## src/rtl/fetch_queue_pkg.sv

```systemverilog
`default_nettype none
// +--------------------------------------------------------------------+
// | fetch_queue_pkg : shared widths and defaults for the fetch queue   |
// | Revision        : 1.0                                              |
// +--------------------------------------------------------------------+
package fetch_queue_pkg;

   localparam int unsigned c_ADDR_W     = 16;
   localparam int unsigned c_INST_W     = 16;
   localparam int unsigned c_DEPTH      = 4;
   localparam int unsigned c_RESET_ADDR = 0;

   function automatic int unsigned cnt_width(input int unsigned depth);
      return $clog2(depth + 1);
   endfunction

endpackage
`default_nettype wire

```

## src/rtl/fetch_queue_if.sv

```systemverilog
`default_nettype none
// +--------------------------------------------------------------------+
// | fetch_queue_if : memory, decode and branch signals of fetch_queue  |
// | Revision       : 1.0                                               |
// +--------------------------------------------------------------------+
interface fetch_queue_if
   import fetch_queue_pkg::*;
#(
   parameter int unsigned ADDR_W = c_ADDR_W,
   parameter int unsigned INST_W = c_INST_W,
   parameter int unsigned DEPTH  = c_DEPTH
);
   localparam int unsigned c_CNT_W = cnt_width(DEPTH);

   logic                branch_i;
   logic [ADDR_W-1:0]   baddr_i;
   logic                stall_i;
   logic                req_o;
   logic [ADDR_W-1:0]   addr_o;
   logic [INST_W-1:0]   inst_i;
   logic                v_o;
   logic [INST_W-1:0]   inst_o;
   logic [ADDR_W-1:0]   origaddr_o;
   logic [c_CNT_W-1:0]  count_o;

   modport master (
      input  branch_i, baddr_i, stall_i, inst_i,
      output req_o, addr_o, v_o, inst_o, origaddr_o, count_o
   );

   modport slave (
      output branch_i, baddr_i, stall_i, inst_i,
      input  req_o, addr_o, v_o, inst_o, origaddr_o, count_o
   );

endinterface
`default_nettype wire

```

## src/rtl/fetch_fifo.sv

```systemverilog
`default_nettype none
// +--------------------------------------------------------------------+
// | fetch_fifo : circular buffer of {origaddr, inst} with flush        |
// | Revision   : 1.0                                                   |
// +--------------------------------------------------------------------+
module fetch_fifo
   import fetch_queue_pkg::*;
#(
   parameter int unsigned ADDR_W = c_ADDR_W,
   parameter int unsigned INST_W = c_INST_W,
   parameter int unsigned DEPTH  = c_DEPTH
) (
   input  wire logic                         clk,
   input  wire logic                         rst,
   input  wire logic                         push_i,
   input  wire logic                         pop_i,
   input  wire logic                         flush_i,
   input  wire logic [ADDR_W-1:0]            addr_i,
   input  wire logic [INST_W-1:0]            inst_i,
   output      logic [cnt_width(DEPTH)-1:0]  count_o,
   output      logic [ADDR_W-1:0]            head_addr_o,
   output      logic [INST_W-1:0]            head_inst_o
);
   localparam int unsigned c_PTR_W   = $clog2(DEPTH);
   localparam int unsigned c_CNT_W   = cnt_width(DEPTH);
   localparam int unsigned c_ENTRY_W = ADDR_W + INST_W;

   logic [c_ENTRY_W-1:0] mem_q [DEPTH];
   logic [c_PTR_W-1:0]   rd_ptr_q, rd_ptr_d, wr_ptr_q, wr_ptr_d;
   logic [c_CNT_W-1:0]   count_q, count_d;
   logic [c_ENTRY_W-1:0] w_head;

   always_comb begin
      rd_ptr_d = rd_ptr_q;
      wr_ptr_d = wr_ptr_q;
      count_d  = count_q;
      if (flush_i) begin
         rd_ptr_d = '0;
         wr_ptr_d = '0;
         count_d  = '0;
      end else begin
         if (push_i) wr_ptr_d = wr_ptr_q + c_PTR_W'(1);
         if (pop_i)  rd_ptr_d = rd_ptr_q + c_PTR_W'(1);
         case ({push_i, pop_i})
            2'b10:   count_d = count_q + c_CNT_W'(1);
            2'b01:   count_d = count_q - c_CNT_W'(1);
            default: count_d = count_q;
         endcase
      end
   end

   always_ff @(posedge clk or posedge rst) begin
      if (rst) begin
         rd_ptr_q <= '0;
         wr_ptr_q <= '0;
         count_q  <= '0;
      end else begin
         rd_ptr_q <= rd_ptr_d;
         wr_ptr_q <= wr_ptr_d;
         count_q  <= count_d;
      end
   end

   // Storage needs no reset: head outputs are masked while the queue is empty.
   always_ff @(posedge clk) begin
      if (push_i && !flush_i) mem_q[wr_ptr_q] <= {addr_i, inst_i};
   end

   assign w_head      = mem_q[rd_ptr_q];
   assign count_o     = count_q;
   assign head_addr_o = (count_q != '0) ? w_head[c_ENTRY_W-1:INST_W] : '0;
   assign head_inst_o = (count_q != '0) ? w_head[INST_W-1:0]         : '0;

endmodule
`default_nettype wire

```

## src/rtl/fetch_queue.sv

```systemverilog
`default_nettype none
// +--------------------------------------------------------------------+
// | fetch_queue : PC sequencing, credit-based fetch and branch flush   |
// | Revision    : 1.0                                                  |
// +--------------------------------------------------------------------+
module fetch_queue
   import fetch_queue_pkg::*;
#(
   parameter int unsigned       ADDR_W     = c_ADDR_W,
   parameter int unsigned       INST_W     = c_INST_W,
   parameter int unsigned       DEPTH      = c_DEPTH,
   parameter logic [ADDR_W-1:0] RESET_ADDR = ADDR_W'(c_RESET_ADDR)
) (
   input  wire logic       clk,
   input  wire logic       rst,
   fetch_queue_if.master   bus
);
   localparam int unsigned c_CNT_W = cnt_width(DEPTH);

   logic [ADDR_W-1:0]  pc_q, pc_d;
   logic [ADDR_W-1:0]  inflight_addr_q, inflight_addr_d;
   logic               inflight_q, inflight_d;
   logic [c_CNT_W-1:0] w_count;
   logic [c_CNT_W:0]   w_outstanding;
   logic               w_req, w_push, w_pop, w_v;

   // Entries already queued plus the one in flight must fit, so a capture never overflows.
   assign w_outstanding = {1'b0, w_count} + (c_CNT_W+1)'(inflight_q);
   assign w_req  = ~bus.branch_i & ~rst & (w_outstanding < (c_CNT_W+1)'(DEPTH));
   assign w_push = inflight_q & ~bus.branch_i;
   assign w_v    = (w_count != '0) & ~bus.branch_i;
   assign w_pop  = w_v & ~bus.stall_i;

   always_comb begin
      pc_d            = pc_q;
      inflight_d      = w_req;
      inflight_addr_d = inflight_addr_q;
      if (bus.branch_i) begin
         pc_d = bus.baddr_i;
      end else if (w_req) begin
         pc_d            = pc_q + ADDR_W'(1);
         inflight_addr_d = pc_q;
      end
   end

   always_ff @(posedge clk or posedge rst) begin
      if (rst) begin
         pc_q            <= RESET_ADDR;
         inflight_q      <= 1'b0;
         inflight_addr_q <= '0;
      end else begin
         pc_q            <= pc_d;
         inflight_q      <= inflight_d;
         inflight_addr_q <= inflight_addr_d;
      end
   end

   fetch_fifo #(
      .ADDR_W (ADDR_W),
      .INST_W (INST_W),
      .DEPTH  (DEPTH)
   ) u_fifo (
      .clk         (clk),
      .rst         (rst),
      .push_i      (w_push),
      .pop_i       (w_pop),
      .flush_i     (bus.branch_i),
      .addr_i      (inflight_addr_q),
      .inst_i      (bus.inst_i),
      .count_o     (w_count),
      .head_addr_o (bus.origaddr_o),
      .head_inst_o (bus.inst_o)
   );

   assign bus.req_o   = w_req;
   assign bus.addr_o  = pc_q;
   assign bus.v_o     = w_v;
   assign bus.count_o = w_count;

endmodule
`default_nettype wire

```

## src/flat_wrapper.sv

```systemverilog
// flat-port wrapper written by rule: the top's interface ports become plain ports
module fetch_queue_flat import fetch_queue_pkg::*;
#(
   parameter int unsigned       ADDR_W     = c_ADDR_W,
   parameter int unsigned       INST_W     = c_INST_W,
   parameter int unsigned       DEPTH      = c_DEPTH,
   parameter logic [ADDR_W-1:0] RESET_ADDR = ADDR_W'(c_RESET_ADDR)
)
  (clk, rst, bus_branch_i, bus_baddr_i, bus_stall_i, bus_inst_i, bus_req_o, bus_addr_o, bus_v_o, bus_inst_o, bus_origaddr_o, bus_count_o);
  fetch_queue_if #(.ADDR_W(ADDR_W), .INST_W(INST_W), .DEPTH(DEPTH)) bus_i ();
  input  wire logic clk;
  input  wire logic rst;
  input wire logic [$bits(bus_i.branch_i)-1:0] bus_branch_i;
  input wire logic [$bits(bus_i.baddr_i)-1:0] bus_baddr_i;
  input wire logic [$bits(bus_i.stall_i)-1:0] bus_stall_i;
  input wire logic [$bits(bus_i.inst_i)-1:0] bus_inst_i;
  output wire logic [$bits(bus_i.req_o)-1:0] bus_req_o;
  output wire logic [$bits(bus_i.addr_o)-1:0] bus_addr_o;
  output wire logic [$bits(bus_i.v_o)-1:0] bus_v_o;
  output wire logic [$bits(bus_i.inst_o)-1:0] bus_inst_o;
  output wire logic [$bits(bus_i.origaddr_o)-1:0] bus_origaddr_o;
  output wire logic [$bits(bus_i.count_o)-1:0] bus_count_o;
  assign bus_i.branch_i = bus_branch_i;
  assign bus_i.baddr_i = bus_baddr_i;
  assign bus_i.stall_i = bus_stall_i;
  assign bus_i.inst_i = bus_inst_i;
  assign bus_req_o = bus_i.req_o;
  assign bus_addr_o = bus_i.addr_o;
  assign bus_v_o = bus_i.v_o;
  assign bus_inst_o = bus_i.inst_o;
  assign bus_origaddr_o = bus_i.origaddr_o;
  assign bus_count_o = bus_i.count_o;
  fetch_queue #(.ADDR_W(ADDR_W), .INST_W(INST_W), .DEPTH(DEPTH), .RESET_ADDR(RESET_ADDR)) u_core (.clk(clk), .rst(rst), .bus(bus_i));
endmodule
```

## config.mk

```make
export PLATFORM = sky130hd
export DESIGN_NAME = fetch_queue_flat
export DESIGN_NICKNAME = d
export VERILOG_FILES = /design/src/rtl/fetch_queue_pkg.sv /design/src/rtl/fetch_queue_if.sv /design/src/rtl/fetch_fifo.sv /design/src/rtl/fetch_queue.sv /design/src/flat_wrapper.sv
export SDC_FILE = /design/constraint.sdc
export NUM_CORES = 1
export LEC_CHECK = 0
export ABC_AREA = 1
export CAP_MARGIN = 25
export CORE_UTILIZATION = 45
export DETAILED_ROUTE_END_ITERATION = 8
export GPL_TIMING_DRIVEN = 0
export PLACE_DENSITY = 0.78
export SYNTH_ARGS = -nofsm -noshare
export SYNTH_HDL_FRONTEND = slang
export SYNTH_SLANG_ARGS = --single-unit
```

## constraint.sdc

```tcl
create_clock -name clk -period 3.7 [get_ports clk]
set_input_delay 0.74 -clock clk [delete_from_list [all_inputs] [get_ports clk]]
set_output_delay 0.74 -clock clk [all_outputs]
set_load 0.05 [all_outputs]
```

==> impl_metrics.csv, run 1 <==
group,metric,value,unit
synth,postSynth.asyncResetShare,23.8,%
finish,multi_input_area,0.00195,mm^2
clocking,htreeDepth,4,
status,status,"complete, no violations",
timing,rsz0062_at_grt,"no",
worst_setup_path,cp_max_fo,10,
synth,syn_area_per_cell,10.6,um^2
timing,min_period,3560,ps
clocking,clock_latency,420,ps
synth,synthDistinctLibCells,26,
synth,synth.top_cells.by_count,"157 x nor2_1, 128 x edfxtp_1, 99 x nand2_1",
finish,regArea,0.00484,mm^2
timing,skew,6.82,ps
route,vias_per_cell,5.07,
route,first_pass_iters,5,
route,drt-initial-drc-count,518,
timing,hold_violations,0,
finish,fillers,1244,
timing,maxSlewHeadroom,43.5,%
global_routing,grt_overflow,0,
synth,synth_top_cell_area_share,54.2,%
synth,synth_flop_cell,"edfxtp_1",
route,wl_per_cell,15.8,um
worst_setup_path,critical-path-slowest-cell,"clkdlybuf4s50_1",
global_routing,grt_usage,21.1,%
route,num_vias,5090,
clocking,clk_pin_slew,60,ps
clocking,cts_root_buf,"clkbuf_16",
worst_setup_path,endpoint_kind,"output port",
floorplanning,core,0.0153,mm^2
floorplanning,chipHeight,128,um
finish,syn_to_final_growth,27.1,%
synth,syn_nets,711,
worst_setup_path,slowest_delay,740,ps
worst_setup_path,critPathTopFamily,"buffers and inverters",
pwr,irDropWorstVdd,0.000357,V
worst_setup_path,path_cells,"nor2_1 -> nand2_1 -> inv_1 -> buf_1 -> a21oi_1 -> clkdlybuf4s50_1",
route,drc,0,
pwr,p_total,7.23,mW
route,wl,15900,um
finish,nets,822,
timing,fmax,281,MHz
global_routing,grt_max_degree,41,
pwr,leakage,3.42,nW
floorplanning,start_util,46.3,%
worst_setup_path,worst_ep_arrival_time,2820,ps
synth,syn_inst,669,
floorplanning,rows,45,
worst_setup_path,required,2960,ps
clocking,cts_sinks,168,
finish,drive_gt1_share,8.70,%
clocking,cts_tree,"built",
floorplanning,num_io_pins,89,
synth,yosys_warnings,0,
synth,yosysMostFrequentCell,"nor2_1",
global_routing,grt_pass1_wl,25800,um
clocking,cts_hold_buf,0,
timing,tightest_slew,846,ps
floorplanning,fp.dieW,128,um
clocking,cts_setup_buffers,0,
synth,synth-seq-cells,168,
clocking,cts_resized,0,
global_routing,grt_antenna_before_repair,0,
clocking,cts_made_buffers,17,
placement,gp_congestion,0.829,
timing,setup_tns,0,ps
timing,setup_viol_count_final,0,
timing,period_share,96.3,%
worst_setup_path,crit_path_start_kind,"flop",
timing,drv_slew,0,
worst_setup_path,cp_num_buf_inv,3,
placement,port_buffers,88,
synth,ys_seq_area_share,68.3,%
pwr,powerDensity,803,mW/mm^2
placement,dp_hpwl,10300,um
synth,synth_edf_count,128,
finish,num_antenna_cells,0,
global_routing,grt_pass1_vias,5019,
hold_path,min_path_type,"flop to flop",
synth,synthTopCellsByArea,"edfxtp_1 54%, dfrtp_1 14%, nor2_1 8.3%",
synth,yosysTopAreaCell,"edfxtp_1",
floorplanning,dieArea,0.0163,mm^2
worst_setup_path,criticalPathCategory,"flop to output port",
run,maxCapViolCount,0,
route,ant_nets,0,
synth,mappedNetlistArea,0.00709,mm^2
clocking,clockBufferDepth,2,
## cells in the final DEF (no fill, tap or decap), drive strengths merged
cell           instances
nor2                 157
dfrtp                 40
o211ai                 5
clkinv                 2
nor3                   1
o21ai                 91
o31ai                  1
nand4                  4
nand2                100
edfxtp               128
clkbuf                27
a21oi                 33
a31oi                  1
fa                     1
xnor2                  1
clkinvlp               4
bufinv                 5
inv                   44
xor2                   3
ha                     5
nand3                 25
buf                   27
clkdlybuf4s50         88
## registers in the layout, summed over array words and instances, names as in the netlist
name	flops
u_core.u_fifo.mem_q	128
u_core.u_fifo.rd_ptr_q	2
u_core.inflight_q	1
u_core.inflight_addr_q	16
u_core.bus.addr_o	16
u_core.u_fifo.wr_ptr_q	2
u_core.u_fifo.count_o	3
## layout make-up
cell class,count,share of cell area (%)
Buffer,32,1.86
Sequential cell,168,53.8
Multi-Input combinational cell,428,21.7
Timing Repair Buffer,92,10.8
Clock inverter,14,2.46
Inverter,41,1.71
Tap cell,211,2.93
Clock buffer,18,4.76
## through the flow
stage	util (%)	setup slack, ps	instances	hold WS [ps]	cell area, um^2
after floorplan	-	959	669	476	7090
after global placement	53.8	-533	968	497	8230
after detailed placement	54.6	229	972	520	8360
after CTS	58.8	141	1004	536	9010
after global routing	58.8	24.9	1004	562	9010
final	58.8	139	1004	531	9010
## per-layer routing
metal  routed length [um]  vias up  track usage, %
li1                     -     2491               -
met1                 7020     2408            27.5
met2                 7780      173            34.8
met3                  884       18            4.73
met4                  215        0            7.14
met5                    0        -               0
## worst reg2reg max path: stages, from the launching register on
cell,delay [ps]
dfrtp_1,440
nor2_1,130
nand2_1,120
nand3_2,130
nor2_1,80
fa_1,390
xnor2_1,190
inv_1,60
nand2_1,60
nand2_1,50
nand2_1,60
nand2_1,40
## report_power, final
part           switching [mW]  leakage [nW]  internal, mW
Combinational            1.96          1.45         0.852
Sequential              0.198          1.66          2.30
Clock                   0.719         0.303          1.21
## kinds of logic (layout without fill, tap and decap cells)
kind of cell	after synthesis	in the layout	share of synthesized area, %
buffers and inverters	73	197	4.54
flip-flops	168	168	68.3
AO/OA/AOI/OAI	131	131	9.48
XOR/XNOR	4	4	0.494
adder cells (fa/ha/maj)	6	6	1.17
AND/OR/NAND/NOR	287	287	16.0
## final timing paths
| kind | from | slack (ps) | end | depth (start not counted) |
|---|---|---|---|---|
| worst min-delay path | u_core.inflight_addr_q[4] | 530 | u_core.u_fifo.mem_q[3][20] | 0 |
| max in group asynchronous | rst | 2280 | u_core.inflight_addr_q[0] | 2 |
| min in group asynchronous | rst | 880 | u_core.u_fifo.rd_ptr_q[0] | 2 |
| worst max-delay path | u_core.u_fifo.count_o[0] | 140 | bus_inst_o[7] | 6 |
| worst max register to register | u_core.u_fifo.count_o[0] | 1850 | u_core.u_fifo.count_o[2] | 11 |
| worst min register to register | u_core.inflight_addr_q[4] | 530 | u_core.u_fifo.mem_q[3][20] | 0 |
Note: power is estimated with default switching activity, not from simulation.
==> run 2, diff against run 1 <==
--- a/config.mk
+++ b/config.mk
@@ -11,6 +11,7 @@
 export DETAILED_ROUTE_END_ITERATION = 8
 export GPL_TIMING_DRIVEN = 0
 export PLACE_DENSITY = 0.78
+export REMOVE_ABC_BUFFERS = 1
 export SYNTH_ARGS = -nofsm -noshare
 export SYNTH_HDL_FRONTEND = slang
 export SYNTH_SLANG_ARGS = --single-unit
==> run 2 against run 1 <==
Highest routed layer unchanged. Final cell count decreased by 2.8%. Global-route usage shrank 1.2 points. Via count down 2.5%. Critical path type unchanged. Critical endpoint is now bus_origaddr_o[3].
==> impl_metrics.csv, run 2 (synthesis gave the netlist of run 1 again) <==
group,metric,value,unit
status,status,"complete, no violations",
route,vias_per_cell,5.09,
worst_setup_path,required,2960,ps
clocking,cts_hold_buf,0,
placement,gp_congestion,0.822,
worst_setup_path,path_cells,"nor2_1 -> nand2_1 -> inv_1 -> buf_16 -> a21oi_1 -> clkdlybuf4s50_1",
finish,syn_to_final_growth,25.1,%
worst_setup_path,slowest_delay,840,ps
clocking,cts_made_buffers,17,
global_routing,grt_usage,19.9,%
floorplanning,core,0.0153,mm^2
route,drt-initial-drc-count,363,
global_routing,grt_overflow,0,
placement,dp_hpwl,9420,um
timing,setup_viol_count_final,0,
timing,maxSlewHeadroom,44.6,%
worst_setup_path,criticalPathCategory,"flop to output port",
global_routing,grt_pass1_vias,4946,
pwr,irDropWorstVdd,0.000645,V
finish,mostFrequentLayoutCell,"nor2_1",
route,num_vias,4963,
clocking,clk_pin_slew,60,ps
route,first_pass_iters,5,
finish,num_antenna_cells,0,
floorplanning,dieArea,0.0163,mm^2
clocking,clockBufferDepth,2,
route,wl,15100,um
pwr,powerDensity,779,mW/mm^2
clocking,clock_latency,420,ps
timing,drv_slew,0,
finish,drive_gt1_share,6.27,%
global_routing,grt_pass1_wl,24300,um
hold_path,min_path_type,"flop to flop",
pwr,p_total,6.91,mW
global_routing,grt_util_met2,34.5,%
timing,fmax,282,MHz
worst_setup_path,crit_path_start_kind,"flop",
timing,period_share,95.8,%
finish,regMostFlops,"u_core.u_fifo.mem_q",
route,drc,0,
finish,nets,795,
clocking,cts_root_buf,"clkbuf_16",
placement,place_ws,-757,ps
timing,setup_ws,156,ps
worst_setup_path,worst_ep_arrival_time,2800,ps
route,ant_nets,0,
global_routing,top_usage_layer,"met2",
timing,min_period,3540,ps
timing,skew,4.08,ps
global_routing,gr-usage-met1,24.2,%
timing,tightest_slew,830,ps
timing,hold_violations,0,
floorplanning,num_io_pins,89,
route,wl_per_cell,15.4,um
timing,rsz0062_at_grt,"no",
floorplanning,chipHeight,128,um
worst_setup_path,endpoint_kind,"output port",
floorplanning,rows,45,
floorplanning,fp.dieW,128,um
worst_setup_path,cp_max_fo,19,
timing,hold_ws,526,ps
floorplanning,start_util,46.3,%
pwr,leakage,3.33,nW
global_routing,grt_max_degree,66,
finish,largest_reg_flops,128,
worst_setup_path,critical-path-slowest-cell,"clkdlybuf4s50_1",
global_routing,globalRouteMet3Util,4.52,%
clocking,htreeDepth,4,
run,maxCapViolCount,0,
finish,layout_common_cells,"153 x nor2_1, 128 x edfxtp_1, 99 x nand2_1, 85 x clkdlybuf4s50_1, 79 x o21ai_0",
clocking,cts_tree,"built",
global_routing,grt_antenna_before_repair,0,
clocking,cts_sinks,168,
placement,port_buffers,88,
## run 2: area by class of cell
cell class	instances	area, um^2
clock buffer	18	429
fill	1266	6450
multi-input combinational	428	1960
sequential	168	4850
timing repair buffer	97	1090
tap	211	264
inverter	41	165
clock inverter	13	113
## run 2: metrics by stage
stage / cells / area (um^2) / setup TNS [ps] / utilization (%)
floorplan: 637 / 6920 / 0 / -
global placement: 936 / 8070 / -208790 / 52.7
detailed placement: 944 / 8300 / -1020 / 54.2
CTS: 976 / 8860 / 0 / 57.9
global route: 976 / 8870 / 0 / 57.9
finish: 976 / 8870 / 0 / 57.9
## run 2: routing by layer
layer | up-vias | routed length, um
li1 | 2436 | -
met1 | 2353 | 6450
met2 | 161 | 7580
met3 | 13 | 844
met4 | 0 | 177
met5 | - | 0
## run 2: timing repair
item                                    4_1_cts  5_1_grt
buffers inserted                              1        0
endpoints found under the setup margin       33        3
resized for setup                             8        2
## run 2: worst paths after layout
| check | start | endpoint | slack [ps] | depth (start not counted) |
|---|---|---|---|---|
| min reg2reg | u_core.inflight_addr_q[7] | u_core.u_fifo.mem_q[0][23] | 530 | 0 |
| min | u_core.inflight_addr_q[7] | u_core.u_fifo.mem_q[0][23] | 530 | 0 |
| max in group asynchronous | rst | u_core.u_fifo.rd_ptr_q[0] | 2250 | 2 |
| max reg2reg | u_core.u_fifo.count_o[0] | u_core.u_fifo.count_o[2] | 1820 | 11 |
| max | u_core.u_fifo.count_o[0] | bus_origaddr_o[3] | 160 | 6 |
| min in group asynchronous | rst | u_core.u_fifo.count_o[2] | 840 | 2 |
## run 2: critical path, delay by kind of cell, from the launching register on
kind	cells	cell delay (ps)
AO/OA/AOI/OAI	1	190
buffers and inverters	3	1520
flip-flops	1	450
AND/OR/NAND/NOR	2	220
## run 2: where the power goes
part | total, mW | switching, mW | internal, mW
Clock | 1.64 | 0.667 | 0.969
Combinational | 2.73 | 1.87 | 0.859
Sequential | 2.55 | 0.246 | 2.30
Total | 6.91 | 2.78 | 4.13
